`config.mk`:
```
export PLATFORM = sky130hd
export DESIGN_NAME = clk_freq_monitor
export DESIGN_NICKNAME = d
export VERILOG_FILES = /design/src/rtl/clk_freq_monitor.sv
export SDC_FILE = /design/constraint.sdc
export NUM_CORES = 1
export LEC_CHECK = 0
export ABC_AREA = 1
export CORE_MARGIN = 4
export CORE_UTILIZATION = 55
export DETAILED_ROUTE_END_ITERATION = 10
export HOLD_SLACK_MARGIN = 0.03
export PLACE_DENSITY_LB_ADDON = 0.12
export SETUP_SLACK_MARGIN = 0.5
export SLEW_MARGIN = 20
export SYNTH_ARGS = -nofsm -noshare
export SYNTH_HDL_FRONTEND = slang
export SYNTH_SLANG_ARGS = --single-unit
```
`constraint.sdc`:
```
create_clock -name clk_in -period 3.08 [get_ports clk_in]
set_clock_uncertainty 0.2 [all_clocks]
set_input_delay 0.616 -clock clk_in [delete_from_list [all_inputs] [get_ports clk_in]]
set_output_delay 0.616 -clock clk_in [all_outputs]
set_load 0.02 [all_outputs]
```
`src/rtl/clk_freq_monitor.sv`:
```
// Counts rising edges of an asynchronous clock over fixed clk_in windows and
// tracks lock/fault. Optional: CLK_FREQ_MONITOR_AUTORECOVER_EN (good window in FAULT -> ACQUIRE).
`timescale 1ns/1ps
module clk_freq_monitor #(
  parameter int WINDOW     = 1024,
  parameter int EXPECTED   = 256,
  parameter int TOL        = 2,
  parameter int LOCK_COUNT = 4
) (
  input  logic        clk_in,
  input  logic        reset_n,
  input  logic        clk_mon,
  input  logic        enable,
  input  logic        clear_fault,
  output logic [15:0] meas_count,
  output logic        meas_valid,
  output logic        locked,
  output logic        fault,
  output logic [1:0]  state
);
  localparam int WW = $clog2(WINDOW);
  localparam int RW = $clog2(LOCK_COUNT + 1);
  localparam logic [31:0] LO_U   = (EXPECTED > TOL) ? 32'(EXPECTED - TOL) : 32'd0;
  localparam logic [31:0] HI_U   = 32'(EXPECTED + TOL);
  localparam logic [31:0] LOCK_U = 32'(LOCK_COUNT);
  localparam logic [WW-1:0] WIN_LAST = WW'(WINDOW - 1);
  localparam logic [RW-1:0] RUN_MAX  = RW'(LOCK_COUNT);

  typedef enum logic [1:0] {IDLE = 2'd0, ACQUIRE = 2'd1, LOCKED = 2'd2, FAULT = 2'd3} state_t;

  state_t        st;
  logic          sync1, sync2, sync3;
  logic [WW-1:0] win_cnt;
  logic [15:0]   edge_cnt, cnt_final;
  logic [RW-1:0] run_cnt, run_inc;
  logic          rise, win_end, good, lock_hit;

  assign rise      = sync2 & ~sync3;
  assign win_end   = (win_cnt == WIN_LAST);
  // An edge detected in the terminal cycle still belongs to the closing window.
  assign cnt_final = (rise && edge_cnt != 16'hFFFF) ? edge_cnt + 16'd1 : edge_cnt;
  assign good      = (32'(cnt_final) >= LO_U) && (32'(cnt_final) <= HI_U);
  assign run_inc   = (run_cnt == RUN_MAX) ? run_cnt : run_cnt + RW'(1);
  assign lock_hit  = (32'(run_inc) >= LOCK_U);

  assign state  = st;
  assign locked = (st == LOCKED);
  assign fault  = (st == FAULT);

  always_ff @(posedge clk_in or negedge reset_n) begin
    if (!reset_n) begin
      st         <= IDLE;
      sync1      <= 1'b0;
      sync2      <= 1'b0;
      sync3      <= 1'b0;
      win_cnt    <= '0;
      edge_cnt   <= '0;
      run_cnt    <= '0;
      meas_count <= '0;
      meas_valid <= 1'b0;
    end else begin
      sync1      <= clk_mon;
      sync2      <= sync1;
      sync3      <= sync2;
      meas_valid <= 1'b0;
      if (st == IDLE) begin
        win_cnt  <= '0;
        edge_cnt <= '0;
        run_cnt  <= '0;
        if (enable) st <= ACQUIRE;
      end else if (!enable) begin
        st       <= IDLE;
        win_cnt  <= '0;
        edge_cnt <= '0;
        run_cnt  <= '0;
      end else begin
        if (win_end) begin
          win_cnt    <= '0;
          edge_cnt   <= '0;
          meas_count <= cnt_final;
          meas_valid <= 1'b1;
        end else begin
          win_cnt  <= win_cnt + WW'(1);
          edge_cnt <= cnt_final;
        end
        // clear_fault restarts the window and discards a coincident result
        if (st == FAULT && clear_fault) begin
          st       <= ACQUIRE;
          run_cnt  <= '0;
          win_cnt  <= '0;
          edge_cnt <= '0;
        end else if (win_end) begin
          case (st)
            ACQUIRE: begin
              run_cnt <= good ? run_inc : '0;
              if (good && lock_hit) st <= LOCKED;
            end
            LOCKED: begin
              run_cnt <= good ? run_inc : '0;
              if (!good) st <= FAULT;
            end
            default: begin
`ifdef CLK_FREQ_MONITOR_AUTORECOVER_EN
              if (good) begin
                st      <= ACQUIRE;
                run_cnt <= RW'(1);
              end else begin
                run_cnt <= '0;
              end
`else
              run_cnt <= good ? run_inc : '0;
`endif
            end
          endcase
        end
      end
    end
  end
endmodule

```
Yosys cells after proc, flatten, opt, wreduce, memory -nomap -nowiden

Cells that the tools add are included.

Register bits after elaboration: 51
Output and inout port bits: 21
Bits of input ports: 5
Word-level logic and storage cells: 62

Muxes and demuxes: 26
Add/subtract/negate cells: 3
Reduce and logical (&&, ||, !) cells: 7
Bitwise gates (word level): 3
Magnitude comparators: 3
Equal/unequal tests: 11

Operators by type and width:

| kind                                                                                 | count |
|---|---|
| 16-bit two-way mux                                                                   | 5 |
| 10-bit two-way mux                                                                   | 4 |
| 3-bit two-way mux                                                                    | 6 |
| 16-bit by 1-bit adder with 16-bit output, second input constant                      | 1 |
| 16-bit by 8-bit greater-or-equal comparator with 1-bit output, second input constant | 1 |
| 16-bit by 9-bit less-or-equal comparator with 1-bit output, second input constant    | 1 |
| 16-bit != test, second input constant                                                | 1 |
| 2-bit two-way mux                                                                    | 7 |
| 10-bit by 1-bit adder with 10-bit output, second input constant                      | 1 |
| 10-bit == test, second input constant                                                | 1 |
| 5-bit by 1-bit != test with 1-bit output, second input constant                      | 1 |
| 5-bit by 3-bit != test with 1-bit output, second input constant                      | 1 |
| 5-bit != test, second input constant                                                 | 1 |
| 5-bit AND reduction                                                                  | 1 |
| 2-bit == test, second input constant                                                 | 2 |
| 1-bit logical AND                                                                    | 4 |
| 4-bit by 1-bit != test with 1-bit output, second input constant                      | 1 |
| 2-bit one-hot mux with 2 select lines                                                | 1 |
| 3-bit by 1-bit adder with 3-bit output, second input constant                        | 1 |
| 3-bit == test, second input constant                                                 | 1 |
| 3-bit greater-or-equal comparator, second input constant                             | 1 |
| 1-bit two-way mux                                                                    | 3 |
| 3-bit AND reduction                                                                  | 1 |
| 2-bit by 1-bit == test with 1-bit output, second input constant                      | 1 |
| other kinds (4)                                                                      | 5 |

Logic depth before layout (Yosys ltp)

Gate-level depths: netlist of run 1.

Depth after elaboration: 13
Gate-level depth with buffers: 19
Mapped depth without buffers: 19

Worst setup path before layout of run 1

OpenSTA, ideal clock, no wires.

Kind: reg2reg
From: register edge_cnt[0]
To: register st[0] (netlist: state[0])
Clock period less this slack: 2.279 ns
Path buffers: 1
Path slack: 0.801 ns
Required time: 2.762 ns
Stages on the path, launching flop included: 19
Library setup time: 0.118 ns
Arrival: 1.961 ns
Path through: dfrtp_1 -> ha_1 -> nand3_2 -> inv_2 -> nand2_2 -> nor2_4 -> nor2_4 -> buf_6 -> nand2_1 -> nand2_1 -> nand2_1 -> nor2_1 -> nand2_1 -> nand2_1 -> nand3_2 -> o21ai_2 -> nand2_1 -> nand2_1 -> nand2_1

Word-level cells in the longest chain between the ends: 8
Elaborated cells between the ends (all ways): 11
Classes of those cells: add/sub (1); order compare (2); eq/ne (3); mux (1); reduce/logical (4)

RTL lines:

| item                                                                                                                                        | line | RTL |
|---|---|---|
| from (decl)                                                                                                                                 | 34   | `logic [15:0] edge_cnt, cnt_final;` |
| from (signal assigned)                                                                                                                      | 84   | `edge_cnt <= cnt_final;` |
| parallel branches: the longest is 2 deep, another holds 16-bit by 1-bit adder with 16-bit output                                            | --   |  |
| 16-bit two-way mux (*)                                                                                                                      | 41   | `assign cnt_final = (rise && edge_cnt != 16'hFFFF) ? edge_cnt + 16'd1 : edge_cnt;` |
| 16-bit by 8-bit greater-or-equal comparator with 1-bit output or 16-bit by 9-bit less-or-equal comparator with 1-bit output (tied branches) | 42   | `assign good = (32'(cnt_final) >= LO_U) && (32'(cnt_final) <= HI_U);` |
| 1-bit logical AND (*)                                                                                                                       | 42   |  |
| 1-bit logical AND                                                                                                                           | 96   | `if (good && lock_hit) st <= LOCKED;` |
| 5-bit != test (no source line)                                                                                                              | --   |  |
| 5-bit AND reduction (no source line) (*)                                                                                                    | --   |  |
| to (signal assigned)                                                                                                                        | 52   | `st <= IDLE;` |
| to (signal assigned)                                                                                                                        | 96   |  |
| to (signal assigned)                                                                                                                        | 100  | `if (!good) st <= FAULT;` |
| to (decl)                                                                                                                                   | 31   | `state_t st;` |

Every way passes the cells marked *.
A chain may end at the register's enable or synchronous reset.

Worst setup path after layout of run 1

From: register edge_cnt[0]
To: register st[1] (netlist: state[1])

Same word-level chain as after synthesis.

==> impl_metrics.toml, run 1 <==
[run_status]
status = "complete, no violations"

[global_route]
grtUsageMet1 = 0.278
use_met3 = 0.0465
grt_max_degree = 52
met2_usage = 0.350
grt_pass1_vias = 2354
grt-busiest-layer = "met2"
grt_overflow = 0
grt_use_total = 0.212
antenna_found_initial = 0
grt_pass1_wl_um = 10500

[final_layout]
num_antenna_cells = 0
fin_nets = 441
drive_gt1_frac = 0.206
area_delta_synth_final_pct = 25.4
stdcell_area_um2 = 3500

[clock_tree]
cts_made_buffers = 5
cts.path.max_buffers = 2
cts_tree = "built"
insertion_delay_ns = 0.31
cts_root_buf = "clkbuf_8"
cts_sinks = 51
clkTransAtPathRegs_ns = 0.10
postCtsHoldBufs = 0
cts.htree.levels = 2

[detailed_routing]
final_antenna_net_count = 0
routed_wl_um = 6350
avgRoutedWirePerCell_um = 12.7
drt_iter0_drc = 134
first_pass_iters = 4
drc = 0
num_vias = 2520
avgViaCountPerCell = 5.05

[sta]
fin_crit_sh = 0.792
clock.fmax_ghz = 0.410
final.min_clock_period_ns = 2.44
slew_headroom = 0.578
finalMaxSlewViolations = 0
worst_pin_slew_ns = 0.633
hold_viol = 0
fin_ws_ns = 0.640
rsz0062_at_grt = "yes"
fin_setup_tns_ns = 0
setup_viol = 0
hold-worst-slack_ns = 0.155

[synthesis]
synth_most_common_cell = "nand2_1"
synth_edf_count = 0
synth.avg_cell_area_um2 = 7.34
syn_inst = 380
synth_area_um2 = 2790
yosys-top-cells-area = "dfrtp_1 (46%), nand2_1 (16%), nor2_1 (8.1%)"
yosysTopAreaCellShare = 0.458
synth_commonest_cells = "nand2_1 (118), nor2_1 (60), dfrtp_1 (51), inv_1 (46), o21ai_0 (22)"
yosys_warnings = 0
synth_area_leader_cell = "dfrtp_1"
synthesis.nets = 389
synthDistinctLibCells = 26
ys_seq_area_frac = 0.458
ys_seq_elements = 51
ys_async_sr_fraction = 1.00
synthFlopType = "dfrtp_1"

[floorplanning]
core_area_um2 = 4820
die-area_um2 = 6270
rows = 25
pin_count = 26
start_util = 0.579
chipHeight_um = 79.2
die_x_um = 79.2

[place]
place_congestion = 0.828
hpwl_um = 4090
portBuffers = 25
placed_area_um2 = 3090
preCtsSetupSlack_ns = 0.376

[critical_path]
worstPathArrival_ns = 2.50
crit_required_ns = 3.14
critPathLaunchType = "flip-flop"
end_kind = "flip-flop"
crit_type = "reg -> reg"
crit_fanout = 5

[power]
p_leak_nw = 1.64
ir_drop_mv = 0.380
power_mw = 1.56
p_per_area_nw_per_um2 = 446

[worst_hold_path]
min_path_type = "reg -> reg"

[job]
cap_violations = 0
## sequential cells by signal (all words and copies together), names as in the netlist
register and flops:
sync3 1, state 2, win_cnt 10, sync1 1
edge_cnt 16, meas_valid 1, run_cnt 3, sync2 1
meas_count 16
## cell families (layout without fill, tap and decap cells)
logic type,count (synthesis),in the layout,share of synthesized area
adders and majority gates,4,4,0.0179
and+or+nand+nor,224,224,0.346
xor gates and xnor gates,7,7,0.0220
DFF,51,51,0.458
buffers and inverters,60,112,0.0861
AOI/OAI and AO/OA,34,34,0.0700
## worst paths after layout
| path | depth (start not counted) | slack [ns] | end | from |
|---|---|---|---|---|
| max in group asynchronous | 2 | 2.01 | edge_cnt[1] | reset_n |
| min in group asynchronous | 2 | 0.20 | state[1] | reset_n |
| min reg2reg | 0 | 0.15 | sync2 | sync1 |
| min | 0 | 0.15 | sync2 | sync1 |
| max | 17 | 0.64 | state[1] | edge_cnt[0] |
| max reg2reg | 17 | 0.64 | state[1] | edge_cnt[0] |
## power by group
group / switching (mW) / internal [mW]
logic: 0.243 / 0.154
registers: 0.0478 / 0.713
clock network: 0.221 / 0.181
## per-stage QoR
step | utilization | std cells
5_1_grt | 0.726 | 499
3_5_place_dp | 0.642 | 467
3_3_place_gp | 0.642 | 467
2_1_floorplan | - | 380
4_1_cts | 0.669 | 478
6_report | 0.726 | 499
## cell type report
class                      count  area (µm²)
timing repair inverter         1        7.51
tap                           67        83.8
sequential                    51        1280
clock buffer                   6        82.6
fill                         414        1320
inverter                      53         205
multi-input combinational    269        1380
clock inverter                 1        8.76
timing repair buffer          51         448
## layer usage
| layer | vias up | part of all wire |
|---|---|---|
| met5 | - | 0 |
| li1 | 1273 | - |
| met1 | 1189 | 0.47 |
| met4 | 0 | 0.018 |
| met2 | 49 | 0.48 |
| met3 | 9 | 0.033 |
## worst max-delay path, stage by stage, from the launching register on
cell	delay, ns
dfrtp_1	0.43
ha_4	0.17
nand3_4	0.11
inv_4	0.09
nand2_4	0.06
nor2_4	0.11
nor2_4	0.06
buf_6	0.13
o21ai_4	0.18
nand2_2	0.06
nor2_2	0.10
nand2_1	0.06
nand2_1	0.07
nand3_2	0.12
o21ai_2	0.18
buf_4	0.13
nand3_1	0.06
nand2_1	0.07
## placed cells by master, fill, tap and decap left out, types with 2 or more instances in the layout
cell,count
a21oi_1,4
clkinvlp_4,2
nor2_1,54
buf_6,2
clkdlybuf4s50_1,24
ha_1,3
dfrtp_2,2
nand3_1,15
o21ai_0,21
nor3b_1,3
nor3_1,4
buf_4,24
o21ai_2,3
o22ai_2,2
nor2_4,6
nor2_2,7
clkbuf_8,6
o21ai_1,2
nand4_1,5
dfrtp_1,49
xor2_1,6
inv_1,43
nand2_2,16
nand2_1,107
inv_2,8
## repair_timing
item	CTS	global route
resized for setup	2	37
setup endpoints to repair	5	21
gates cloned	0	1
pin swaps	1	13
buffers inserted	4	20
No activity file was read; power rests on OpenSTA's default activity.
==> run 2, diff against run 1 <==
Settings changed: CORE_UTILIZATION 55 to 52.
Clock period 3.08 ns to 2.1 ns, I/O delays scaled along.
==> run 2 against run 1 <==
Effect of this change:
- the run now ends with setup timing left
- final area rose by 35%
- sequential power rose by 47%
- non-clock buffer count rose by 82
- sequential cell count did not move
- first-iteration DRC count rose to 5.7 times the previous value
- combinational power rose to 3.7 times the previous value
==> impl_metrics.toml, run 2 (same netlist as run 1, synthesis figures left out) <==
[run_status]
status = "finished, violations left"
violations = "setup timing"

[sta]
fin_ws_ns = -1.14
worst_pin_slew_ns = 0.527
clock.fmax_ghz = 0.308
fin_crit_sh = 1.54
finalMaxSlewViolations = 0
hold_viol = 0
setup_viol = 47
fin_setup_tns_ns = -14.28
final.min_clock_period_ns = 3.24
slew_headroom = 0.645
hold-worst-slack_ns = 0.186
rsz0062_at_grt = "yes"

[global_route]
antenna_found_initial = 0
grt_overflow = 0
grt_use_total = 0.355
grt_pass1_wl_um = 17300
grt_pass1_vias = 3461
grt_max_degree = 32

[place]
hpwl_um = 5080
placed_area_um2 = 3620
place_congestion = 0.882
preCtsSetupSlack_ns = -0.434
portBuffers = 25

[detailed_routing]
routed_wl_um = 15000
final_antenna_net_count = 0
first_pass_iters = 8
drc = 0
avgRoutedWirePerCell_um = 25.5
num_vias = 3811
drt_iter0_drc = 765
avgViaCountPerCell = 6.48

[power]
p_leak_nw = 2.26
p_per_area_nw_per_um2 = 732
ir_drop_mv = 0.852

[clock_tree]
cts_sinks = 51
insertion_delay_ns = 0.32
cts_made_buffers = 5
cts.path.max_buffers = 2
clkTransAtPathRegs_ns = 0.11
cts_tree = "built"
cts.htree.levels = 2
cts_root_buf = "clkbuf_8"

[critical_path]
crit_fanout = 3
crit_required_ns = 2.12
end_kind = "flip-flop"
critPathLaunchType = "flip-flop"
worstPathArrival_ns = 3.26
crit_type = "reg -> reg"

[final_layout]
stdcell_area_um2 = 4720
reg_top3 = "edge_cnt x16, meas_count x16, win_cnt x10"
drive_gt1_frac = 0.515
num_antenna_cells = 0
fin_nets = 526
fillers = 187
area_delta_synth_final_pct = 69.1
final_cell_mix = "buf_4 (80), nand2_1 (79), dfrtp_1 (50)"
final_common_cell = "buf_4"
final_util = 0.917

[worst_hold_path]
min_path_type = "reg -> reg"

[floorplanning]
core_area_um2 = 5140
start_util = 0.543
pin_count = 26
die-area_um2 = 6600
chipHeight_um = 81.2
die_x_um = 81.2
rows = 26

[job]
cap_violations = 0
run 2: cell types whose count changed in the layout (fill, tap and decap cells not counted), moves of 10 or more:
cell | before | now
nand2_2 | 16 | 31
buf_2 | 1 | 17
nand2_4 | 1 | 15
o21ai_0 | 21 | 5
buf_4 | 24 | 80
nor2_1 | 54 | 34
nor2_4 | 6 | 19
buf_6 | 2 | 21
clkdlybuf4s50_1 | 24 | 3
o21ai_2 | 3 | 13
nand2_1 | 107 | 79
run 2: critical path: stages, from the launching register on:
cell     delay [ns]
dfrtp_1        0.44
buf_4          0.15
nand2_1        0.11
buf_4          0.17
nor2_1         0.22
nand3_1        0.15
nand2_1        0.13
nand2_1        0.20
nand2_2        0.23
nand2_4        0.09
nor2_2         0.13
nand2_1        0.07
nor2_2         0.18
nand3_4        0.15
o21ai_4        0.21
nand2_2        0.09
nand2_1        0.13
nand2_2        0.07
run 2: path summary, 6_finish.rpt:
| path | endpoint | startpoint | slack [ns] | cells past startpoint |
|---|---|---|---|---|
| max | state[0] | edge_cnt[6] | -1.14 | 17 |
| min | sync2 | sync1 | 0.19 | 0 |
| max reg2reg | state[0] | edge_cnt[6] | -1.14 | 17 |
| min reg2reg | sync2 | sync1 | 0.19 | 0 |
| max in group asynchronous | meas_count[5] | reset_n | 0.71 | 3 |
| min in group asynchronous | edge_cnt[13] | reset_n | 0.41 | 2 |
run 2: power by group:
group          switching [mW]  internal [mW]  total (mW)
combinational           0.803          0.671        1.47
clock                   0.379          0.476       0.855
sequential             0.0747           1.05        1.12
total                    1.26           2.19        3.45
run 2: final cells by class:
type / count / area [µm²] / area share
clock buffer: 5 / 68.8 / 0.0146
clock inverter: 3 / 67.6 / 0.0143
inverter: 53 / 211 / 0.0448
multi-input combinational: 270 / 1770 / 0.376
sequential: 51 / 1280 / 0.271
tap: 70 / 87.6 / 0.0186
timing repair buffer: 133 / 1180 / 0.250
timing repair inverter: 3 / 51.3 / 0.0109
run 2: per-layer routing:
layer / vias to the layer above / GRT usage / wire length (µm)
li1: 1444 / - / -
met1: 1717 / 0.417 / 4780
met2: 482 / 0.595 / 6690
met3: 168 / 0.0632 / 2080
met4: 0 / 0.233 / 1450
met5: - / 0 / 0
run 2: metrics by stage:
step | instances | power (mW)
final | 588 | 3.45
after global routing | 588 | 3.49
after CTS | 571 | 3.11
after detailed placement | 532 | 1.80
after global placement | 532 | 1.77
after floorplan | 380 | 1.49
run 2: repair_timing:
action | in CTS | in global routing
hold endpoints to repair | 20 | 0
hold buffers | 1 | 0
setup endpoints to repair | 69 | 60
cloned | 7 | 0
gates resized for setup | 186 | 70
pin swaps | 21 | 23
setup buffers | 23 | 17
